==> src/rtl/multi_edge_seq_counter_pkg.sv <==
`default_nettype none
// ============================================================================
// Package     : edge_seq_pkg
// Description : Shared types, default sizing and helpers for the multi-channel
//               rising-edge sequence counter.
// Contents    : state_t       - per-channel FSM state encoding
//               DEF_NUM_CH    - default channel count
//               DEF_CNT_W     - default rise-counter / target width
//               DEF_GAP_W     - default gap-counter / max-gap width
//               eff_target()  - maps a programmed target of 0 onto 1
// Revision    : 1.0 - initial release
// ============================================================================
package edge_seq_pkg;

   localparam int DEF_NUM_CH = 4;
   localparam int DEF_CNT_W  = 4;
   localparam int DEF_GAP_W  = 8;

   // IDLE : waiting for the arming rise
   // ARMED: counting further rises, gap counter running
   typedef enum logic [0:0] {
      IDLE  = 1'b0,
      ARMED = 1'b1
   } state_t;

   // A target of zero would complete before any rise was seen, which has no
   // useful meaning; it behaves exactly like a target of one.
   function automatic logic [31:0] eff_target(input logic [31:0] target);
      return (target == 32'd0) ? 32'd1 : target;
   endfunction

endpackage : edge_seq_pkg
`default_nettype wire

==> src/rtl/multi_edge_seq_counter_if.sv <==
`default_nettype none
// ============================================================================
// Interface   : multi_edge_seq_counter_if
// Description : Control, configuration and status bundle of the
//               multi-channel rising-edge sequence counter.
// Signals     : enable      - global enable, low freezes all channels
//               clear       - synchronous clear of all channels
//               start       - per-channel event inputs
//               cfg_target  - rises required for done (0 acts as 1)
//               cfg_max_gap - rise-free edges allowed (0 disables timeout)
//               done        - per-channel one-cycle completion pulse
//               timeout     - per-channel one-cycle gap-expiry pulse
//               busy        - per-channel ARMED indication
//               count       - flattened per-channel live rise counts
// Modports    : master - drives control/config, observes status
//               slave  - the counter itself
// Revision    : 1.0 - initial release
// ============================================================================
interface multi_edge_seq_counter_if
   import edge_seq_pkg::*;
#(
   parameter int NUM_CH = DEF_NUM_CH,
   parameter int CNT_W  = DEF_CNT_W,
   parameter int GAP_W  = DEF_GAP_W
);

   logic                      enable;
   logic                      clear;
   logic [NUM_CH-1:0]         start;
   logic [CNT_W-1:0]          cfg_target;
   logic [GAP_W-1:0]          cfg_max_gap;
   logic [NUM_CH-1:0]         done;
   logic [NUM_CH-1:0]         timeout;
   logic [NUM_CH-1:0]         busy;
   logic [NUM_CH*CNT_W-1:0]   count;

   modport master (
      output enable, clear, start, cfg_target, cfg_max_gap,
      input  done, timeout, busy, count
   );

   modport slave (
      input  enable, clear, start, cfg_target, cfg_max_gap,
      output done, timeout, busy, count
   );

endinterface : multi_edge_seq_counter_if
`default_nettype wire

==> src/rtl/multi_edge_seq_counter_chan.sv <==
`default_nettype none
// ============================================================================
// Module      : edge_seq_chan
// Description : One channel of the rising-edge sequence counter: edge
//               detector, IDLE/ARMED FSM, rise counter and gap counter.
// Ports       : clk         - system clock (posedge)
//               rst_n       - asynchronous active-low reset
//               enable      - low freezes FSM, count and gap
//               clear       - synchronous return to IDLE, count/gap zeroed
//               start       - event input, synchronous to clk
//               cfg_target  - rises required for done (0 acts as 1)
//               cfg_max_gap - rise-free edges allowed (0 disables timeout)
//               done        - one-cycle pulse after the completing rise
//               timeout     - one-cycle pulse after the expiring edge
//               busy        - channel is ARMED
//               count       - live rise count, held after done/timeout
// Revision    : 1.0 - initial release
// ============================================================================
module edge_seq_chan
   import edge_seq_pkg::*;
#(
   parameter int CNT_W = DEF_CNT_W,
   parameter int GAP_W = DEF_GAP_W
) (
   input  logic             clk,
   input  logic             rst_n,
   input  logic             enable,
   input  logic             clear,
   input  logic             start,
   input  logic [CNT_W-1:0] cfg_target,
   input  logic [GAP_W-1:0] cfg_max_gap,
   output logic             done,
   output logic             timeout,
   output logic             busy,
   output logic [CNT_W-1:0] count
);

   state_t             r_state;
   state_t             w_state_nxt;
   logic               r_prev;
   logic [CNT_W-1:0]   r_count;
   logic [CNT_W-1:0]   w_count_nxt;
   logic [GAP_W-1:0]   r_gap;
   logic [GAP_W-1:0]   w_gap_nxt;
   logic               r_done;
   logic               w_done_nxt;
   logic               r_timeout;
   logic               w_timeout_nxt;

   logic               w_rise;
   logic [CNT_W:0]     w_target;
   logic [CNT_W:0]     w_count_inc;
   logic [GAP_W:0]     w_gap_inc;
   logic               w_gap_expire;
   logic [GAP_W-1:0]   w_gap_step;

   // prev_start tracks the input on every edge, independent of enable and
   // clear, so re-enabling never manufactures a rise from stale history.
   assign w_rise = start & ~r_prev;

   // Comparisons are done one bit wider so the increment itself can never
   // alias back onto a small value.
   assign w_target    = (CNT_W+1)'(eff_target(32'(cfg_target)));
   assign w_count_inc = {1'b0, r_count} + {{CNT_W{1'b0}}, 1'b1};
   assign w_gap_inc   = {1'b0, r_gap} + {{GAP_W{1'b0}}, 1'b1};

   assign w_gap_expire = (cfg_max_gap != '0) &&
                         (w_gap_inc == {1'b0, cfg_max_gap});

   // Saturate rather than wrap: with the timeout disabled, or after the
   // limit was lowered below the running gap, the counter parks at all-ones.
   assign w_gap_step = (&r_gap) ? r_gap : w_gap_inc[GAP_W-1:0];

   // ------------------------------------------------------------------------
   // State register
   // ------------------------------------------------------------------------
   always_ff @(posedge clk or negedge rst_n) begin
      if (!rst_n) begin
         r_state   <= IDLE;
         r_prev    <= 1'b0;
         r_count   <= '0;
         r_gap     <= '0;
         r_done    <= 1'b0;
         r_timeout <= 1'b0;
      end else begin
         r_state   <= w_state_nxt;
         r_prev    <= start;
         r_count   <= w_count_nxt;
         r_gap     <= w_gap_nxt;
         r_done    <= w_done_nxt;
         r_timeout <= w_timeout_nxt;
      end
   end

   // ------------------------------------------------------------------------
   // Next-state logic. Priority: clear, then enable-low, then rise, then gap
   // expiry, so a rise on the expiring edge keeps the sequence alive.
   // ------------------------------------------------------------------------
   always_comb begin
      w_state_nxt   = r_state;
      w_count_nxt   = r_count;
      w_gap_nxt     = r_gap;
      w_done_nxt    = 1'b0;
      w_timeout_nxt = 1'b0;

      if (clear) begin
         w_state_nxt = IDLE;
         w_count_nxt = '0;
         w_gap_nxt   = '0;
      end else if (enable) begin
         case (r_state)
            IDLE: begin
               if (w_rise) begin
                  w_count_nxt = {{(CNT_W-1){1'b0}}, 1'b1};
                  w_gap_nxt   = '0;
                  if (w_target == {{CNT_W{1'b0}}, 1'b1}) begin
                     w_done_nxt = 1'b1;
                  end else begin
                     w_state_nxt = ARMED;
                  end
               end
            end

            ARMED: begin
               if (w_rise) begin
                  w_count_nxt = w_count_inc[CNT_W-1:0];
                  w_gap_nxt   = '0;
                  // >= rather than == so a target lowered below the current
                  // count completes on the next rise instead of running on.
                  if (w_count_inc >= w_target) begin
                     w_done_nxt  = 1'b1;
                     w_state_nxt = IDLE;
                  end
               end else if (w_gap_expire) begin
                  w_timeout_nxt = 1'b1;
                  w_gap_nxt     = '0;
                  w_state_nxt   = IDLE;
               end else begin
                  w_gap_nxt = w_gap_step;
               end
            end

            default: begin
               w_state_nxt = IDLE;
            end
         endcase
      end
   end

   assign done    = r_done;
   assign timeout = r_timeout;
   assign busy    = (r_state == ARMED);
   assign count   = r_count;

endmodule : edge_seq_chan
`default_nettype wire

==> src/rtl/multi_edge_seq_counter.sv <==
`default_nettype none
// ============================================================================
// Module      : multi_edge_seq_counter
// Description : Multi-channel rising-edge sequence counter. Each channel arms
//               on its first rise of start, counts further rises up to a
//               programmable target (done) and aborts if the rise-free gap
//               reaches a programmable limit (timeout).
// Ports       : clk   - system clock (posedge)
//               rst_n - asynchronous active-low reset
//               bus   - slave side of multi_edge_seq_counter_if:
//                       enable, clear, start[NUM_CH], cfg_target, cfg_max_gap
//                       in; done, timeout, busy [NUM_CH], count
//                       [NUM_CH*CNT_W] out (channel i at [i*CNT_W +: CNT_W])
// Revision    : 1.0 - initial release
// ============================================================================
module multi_edge_seq_counter
   import edge_seq_pkg::*;
#(
   parameter int NUM_CH = DEF_NUM_CH,
   parameter int CNT_W  = DEF_CNT_W,
   parameter int GAP_W  = DEF_GAP_W
) (
   input  logic                       clk,
   input  logic                       rst_n,
   multi_edge_seq_counter_if.slave    bus
);

   logic [NUM_CH-1:0]       w_done;
   logic [NUM_CH-1:0]       w_timeout;
   logic [NUM_CH-1:0]       w_busy;
   logic [NUM_CH*CNT_W-1:0] w_count;

   // Channels share only enable, clear and configuration; everything else is
   // private, so simultaneous events on different channels never interact.
   for (genvar i = 0; i < NUM_CH; i++) begin : g_chan
      edge_seq_chan #(
         .CNT_W (CNT_W),
         .GAP_W (GAP_W)
      ) u_chan (
         .clk         (clk),
         .rst_n       (rst_n),
         .enable      (bus.enable),
         .clear       (bus.clear),
         .start       (bus.start[i]),
         .cfg_target  (bus.cfg_target),
         .cfg_max_gap (bus.cfg_max_gap),
         .done        (w_done[i]),
         .timeout     (w_timeout[i]),
         .busy        (w_busy[i]),
         .count       (w_count[i*CNT_W +: CNT_W])
      );
   end : g_chan

   assign bus.done    = w_done;
   assign bus.timeout = w_timeout;
   assign bus.busy    = w_busy;
   assign bus.count   = w_count;

endmodule : multi_edge_seq_counter
`default_nettype wire

==> src/flat_wrapper.sv <==
// flat-port wrapper written by rule: the top's interface ports become plain ports
module multi_edge_seq_counter_flat import edge_seq_pkg::*;
#(
   parameter int NUM_CH = DEF_NUM_CH,
   parameter int CNT_W  = DEF_CNT_W,
   parameter int GAP_W  = DEF_GAP_W
)
  (clk, rst_n, bus_enable, bus_clear, bus_start, bus_cfg_target, bus_cfg_max_gap, bus_done, bus_timeout, bus_busy, bus_count);
  multi_edge_seq_counter_if #(.NUM_CH(NUM_CH), .CNT_W(CNT_W), .GAP_W(GAP_W)) bus_i ();
  input  logic clk;
  input  logic rst_n;
  input wire logic [$bits(bus_i.enable)-1:0] bus_enable;
  input wire logic [$bits(bus_i.clear)-1:0] bus_clear;
  input wire logic [$bits(bus_i.start)-1:0] bus_start;
  input wire logic [$bits(bus_i.cfg_target)-1:0] bus_cfg_target;
  input wire logic [$bits(bus_i.cfg_max_gap)-1:0] bus_cfg_max_gap;
  output wire logic [$bits(bus_i.done)-1:0] bus_done;
  output wire logic [$bits(bus_i.timeout)-1:0] bus_timeout;
  output wire logic [$bits(bus_i.busy)-1:0] bus_busy;
  output wire logic [$bits(bus_i.count)-1:0] bus_count;
  assign bus_i.enable = bus_enable;
  assign bus_i.clear = bus_clear;
  assign bus_i.start = bus_start;
  assign bus_i.cfg_target = bus_cfg_target;
  assign bus_i.cfg_max_gap = bus_cfg_max_gap;
  assign bus_done = bus_i.done;
  assign bus_timeout = bus_i.timeout;
  assign bus_busy = bus_i.busy;
  assign bus_count = bus_i.count;
  multi_edge_seq_counter #(.NUM_CH(NUM_CH), .CNT_W(CNT_W), .GAP_W(GAP_W)) u_core (.clk(clk), .rst_n(rst_n), .bus(bus_i));
endmodule
==> config.mk <==
export PLATFORM = sky130hd
export DESIGN_NAME = multi_edge_seq_counter_flat
export DESIGN_NICKNAME = d
export VERILOG_FILES = /design/src/rtl/multi_edge_seq_counter_pkg.sv /design/src/rtl/multi_edge_seq_counter_if.sv /design/src/rtl/multi_edge_seq_counter_chan.sv /design/src/rtl/multi_edge_seq_counter.sv /design/src/flat_wrapper.sv
export SDC_FILE = /design/constraint.sdc
export NUM_CORES = 1
export LEC_CHECK = 0
export CORE_MARGIN = 2
export CORE_UTILIZATION = 45
export DETAILED_ROUTE_END_ITERATION = 10
export PLACE_DENSITY = 0.65
export SETUP_SLACK_MARGIN = 0.15
export SLEW_MARGIN = 10
export SYNTH_ARGS = -nofsm -noshare
export SYNTH_HDL_FRONTEND = slang
export SYNTH_SLANG_ARGS = --single-unit
==> constraint.sdc <==
create_clock -name clk -period 5.5 [get_ports clk]
set_input_delay 1.65 -clock clk [delete_from_list [all_inputs] [get_ports clk]]
set_output_delay 1.65 -clock clk [all_outputs]
set_load 0.05 [all_outputs]
==> summary.md <==
| Metric | Value |
|---|---|
| Status | finished clean |
| Max layer used | met4 |
| Switching fraction of total power | 28.16% |
| Final worst slack | 1606 ps |
| Worst EP arrival | 4120 ps |
| Synth warnings | 0 |
| Clock-pin slew on the worst setup and hold paths | 80 ps |
| Worst-path maximum fanout | 10 |
| Period minus WS final | 3894 ps |
| Gr usage total | 21.62% |
| # setup viols final | 0 |
| Synth Register Bits | 64 |
| Worst Hold Class | flip-flop to flip-flop |
| Vias in the first global route | 3,886 |
| Initial drt markers | 235 |
| Seq pwr share | 43.7% |
| Die height | 106.8 µm |
| Post-synthesis sequential area ratio | 33.68% |
| Slowest CP cell | clkdlybuf4s50_1 |
| Row count | 37 |
| Pins over their slew limit | 0 |
| Rel. slew slack | 25.93% |
| Drt first pass iters | 5 |
| Required time worst endpoint | 5730 ps |
| Commonest cells in the netlist | dfrtp_1 (64), nand2_1 (42), a21oi_1 (36), nand3_1 (36), o21ai_0 (31) |
| Via-to-Cell Ratio | 5.927 |
| Comb power frac | 12.6% |
| Worst-skew pair later-pin latency | 360 ps |
| Maximum vdd drop | 0.1244 mV |
| Die X | 106.8 µm |
| CTS Buf Count | 9 |
| CTS resizes | 0 |
| Setup WS pre-CTS | 1287 ps |
| Initial Utilization | 46.27% |
| Net load switching power | 0.3131 mW |
| Post-synth EDFFs | 0 |
| Sink Count | 64 |
| CTS hold repair buffers | 0 |
| Fin Setup TNS | 0 ps |
| Synth top area cells | dfrtp_1 (34%), ha_1 (6.3%), xnor2_1 (5.5%) |
| RD Place Congestion | 0.8842 |
| Most common cell in the netlist | dfrtp_1 |
| Met3 WL | 405 µm |
| Overall power | 1.112 mW |
| Hold slack final | 562.7 ps |
| Mapped Nets | 594 |
| Post-synth top area share | 33.68% |
| Cell Chain, Critical Path | clkdlybuf4s50_1, or3b_1, a2111oi_0, a31oi_1, a211oi_2, nor2_1, a41oi_1, a31oi_1 |
| Hold Fails Final Rpt | 0 |
| Power density of the placed cells | 205.9 nW/µm² |
| Layout fillers | 966 |
| GRT Residual Overflow | 0 |
| Drt drc | 0 |
| Most frequent CP cell | a31oi_1 |
| Port Buf Inserts | 47 |
| Initial antenna violation count | 0 |
| Clock power frac | 43.7% |
| Clk root buf | clkbuf_8 |
| Post-DP HPWL | 8302 µm |
| Most used DFF post-synth | dfrtp_1 |
| Layout cells sized above 1 | 5.585% |
| Final wirelength | 11,690 µm |
| CP peak stage delay | 660 ps |
| Clk_skew | 10.28 ps |
| Worst setup EP type | flip-flop |
| Internal Power | 0.7987 mW |
| Setup CP Type | input port to flip-flop |
| Post-Syn Area | 4756 µm² |
| Number of diodes | 0 |
| Period utilization | 70.80% |
| Wirelength per Cell | 16.49 µm |
| Antenna viol nets, final | 0 |
| Area delta synth->final | 13.58% |
| Leak pwr | 2.220 nW |
| Postcts setup bufs | 0 |
| CP Launch Type | input port |
| Async set or reset register ratio after synthesis | 100.0% |
| CTS tree | built |
| RSZ-0062 raised after global routing | false |
| Distinct cells, synth | 70 |
| Fin util | 52.56% |
| M1 wire length | 5682 µm |
| Core area | 10,280 µm² |
| Met2 WL | 5407 µm |
| DIE AREA | 11,410 µm² |
| Syn avg cell area | 8.647 µm² |
| Global-route wire length before repair | 19,780 µm |
| Htree depth | 3 |
| Io pins | 48 |
| Fmax | 256.8 MHz |
| Layout Nets | 612 |
| Clk buf depth | 2 |
| Pin count of the biggest net entering global routing | 65 |
| Worst-margin pin slew | 1108 ps |
| Post-Syn Instances | 550 |
| MaxCap Viol Count | 0 |
| Vias after detailed routing | 4,202 |
| Post-synth top area cell | dfrtp_1 |
-- metal layers --
| metal | vias to the layer above | global-route usage, % |
|---|---|---|
| li1 | 2048 | - |
| met2 | 101 | 32.76 |
| met1 | 2038 | 31.61 |
| met4 | 0 | 7.978 |
| met3 | 15 | 2.675 |
| met5 | - | 0 |
-- metrics by stage --
step           std cells  area [µm²]
6_report             709        5401
5_1_grt              709        5401
3_5_place_dp         693        5172
3_3_place_gp         693        5172
4_1_cts              709        5401
2_1_floorplan        550        4756
-- critical path: cells and delay by family --
| family | cells | cell delay [ps] |
|---|---|---|
| compound gates | 5 | 1130 |
| simple gates | 2 | 670 |
| buf+inv | 1 | 660 |
-- cell type report --
class / instances / area, µm² / share of cell area, %
clock inverter: 6 / 91.34 / 1.691
inverter: 15 / 56.30 / 1.042
timing repair buffer: 48 / 473.0 / 8.756
multi-input combinational: 430 / 2872 / 53.16
clock buffer: 10 / 137.6 / 2.548
tap: 136 / 170.2 / 3.150
sequential: 64 / 1602 / 29.65
-- power groups by stage --
| stage | Combinational, mW | Clock, mW | Sequential, mW |
|---|---|---|---|
| final | 0.140 | 0.485 | 0.486 |
| after global routing | 0.155 | 0.509 | 0.488 |
| after CTS | 0.141 | 0.490 | 0.486 |
| after detailed placement | 0.140 | 0 | 0.495 |
| after global placement | 0.138 | 0 | 0.495 |
| after floorplan | 0.0901 | 0 | 0.496 |
-- placed cells by master (no fill, tap or decap), types with 15 or more instances in the layout --
| master | Yosys | final |
|---|---|---|
| nand2_1 | 42 | 42 |
| o21ai_0 | 31 | 31 |
| nor2b_1 | 17 | 17 |
| dfrtp_1 | 64 | 64 |
| inv_1 | 15 | 15 |
| clkdlybuf4s50_1 | 0 | 46 |
| a31oi_1 | 15 | 15 |
| nand3_1 | 36 | 36 |
| xnor2_1 | 30 | 30 |
| ha_1 | 24 | 24 |
| a21oi_1 | 36 | 36 |
| nand2b_1 | 15 | 15 |
| nor2_1 | 28 | 28 |
-- state kept, by name, summed over array words and instances, names as in the netlist --
name,cells
u_core.g_chan.u_chan.done,4
u_core.g_chan.u_chan.r_prev,4
u_core.g_chan.u_chan.timeout,4
u_core.g_chan.u_chan.count,16
u_core.g_chan.u_chan.r_gap,32
u_core.g_chan.u_chan.busy,4
-- cells by family after synthesis --
group,after synthesis,synth area share [%]
AOI/OAI and AO/OA,146,20.65
DFF,64,33.68
buffers and inverters,56,5.946
xor gates and xnor gates,45,8.577
muxes,4,0.8682
and+or+nand+nor,211,23.97
adders and majority gates,24,6.314
-- worst paths after layout --
kind | slack (ps) | startpoint | endpoint | cells after the start
worst min register to register | 560 | u_core.g_chan[0].u_chan.r_gap[7] | u_core.g_chan[0].u_chan.r_gap[7] | 1
max in group asynchronous | 3480 | rst_n | u_core.g_chan[1].u_chan.r_gap[4] | 2
worst max register to register | 2810 | u_core.g_chan[0].u_chan.r_gap[0] | u_core.g_chan[0].u_chan.r_gap[5] | 8
min in group asynchronous | 1460 | rst_n | u_core.g_chan[3].u_chan.count[1] | 2
worst min-delay path | 560 | u_core.g_chan[0].u_chan.r_gap[7] | u_core.g_chan[0].u_chan.r_gap[7] | 1
worst max-delay path | 1610 | bus_cfg_max_gap[6] | u_core.g_chan[2].u_chan.r_gap[5] | 8
(Power assumes the default switching activity.)
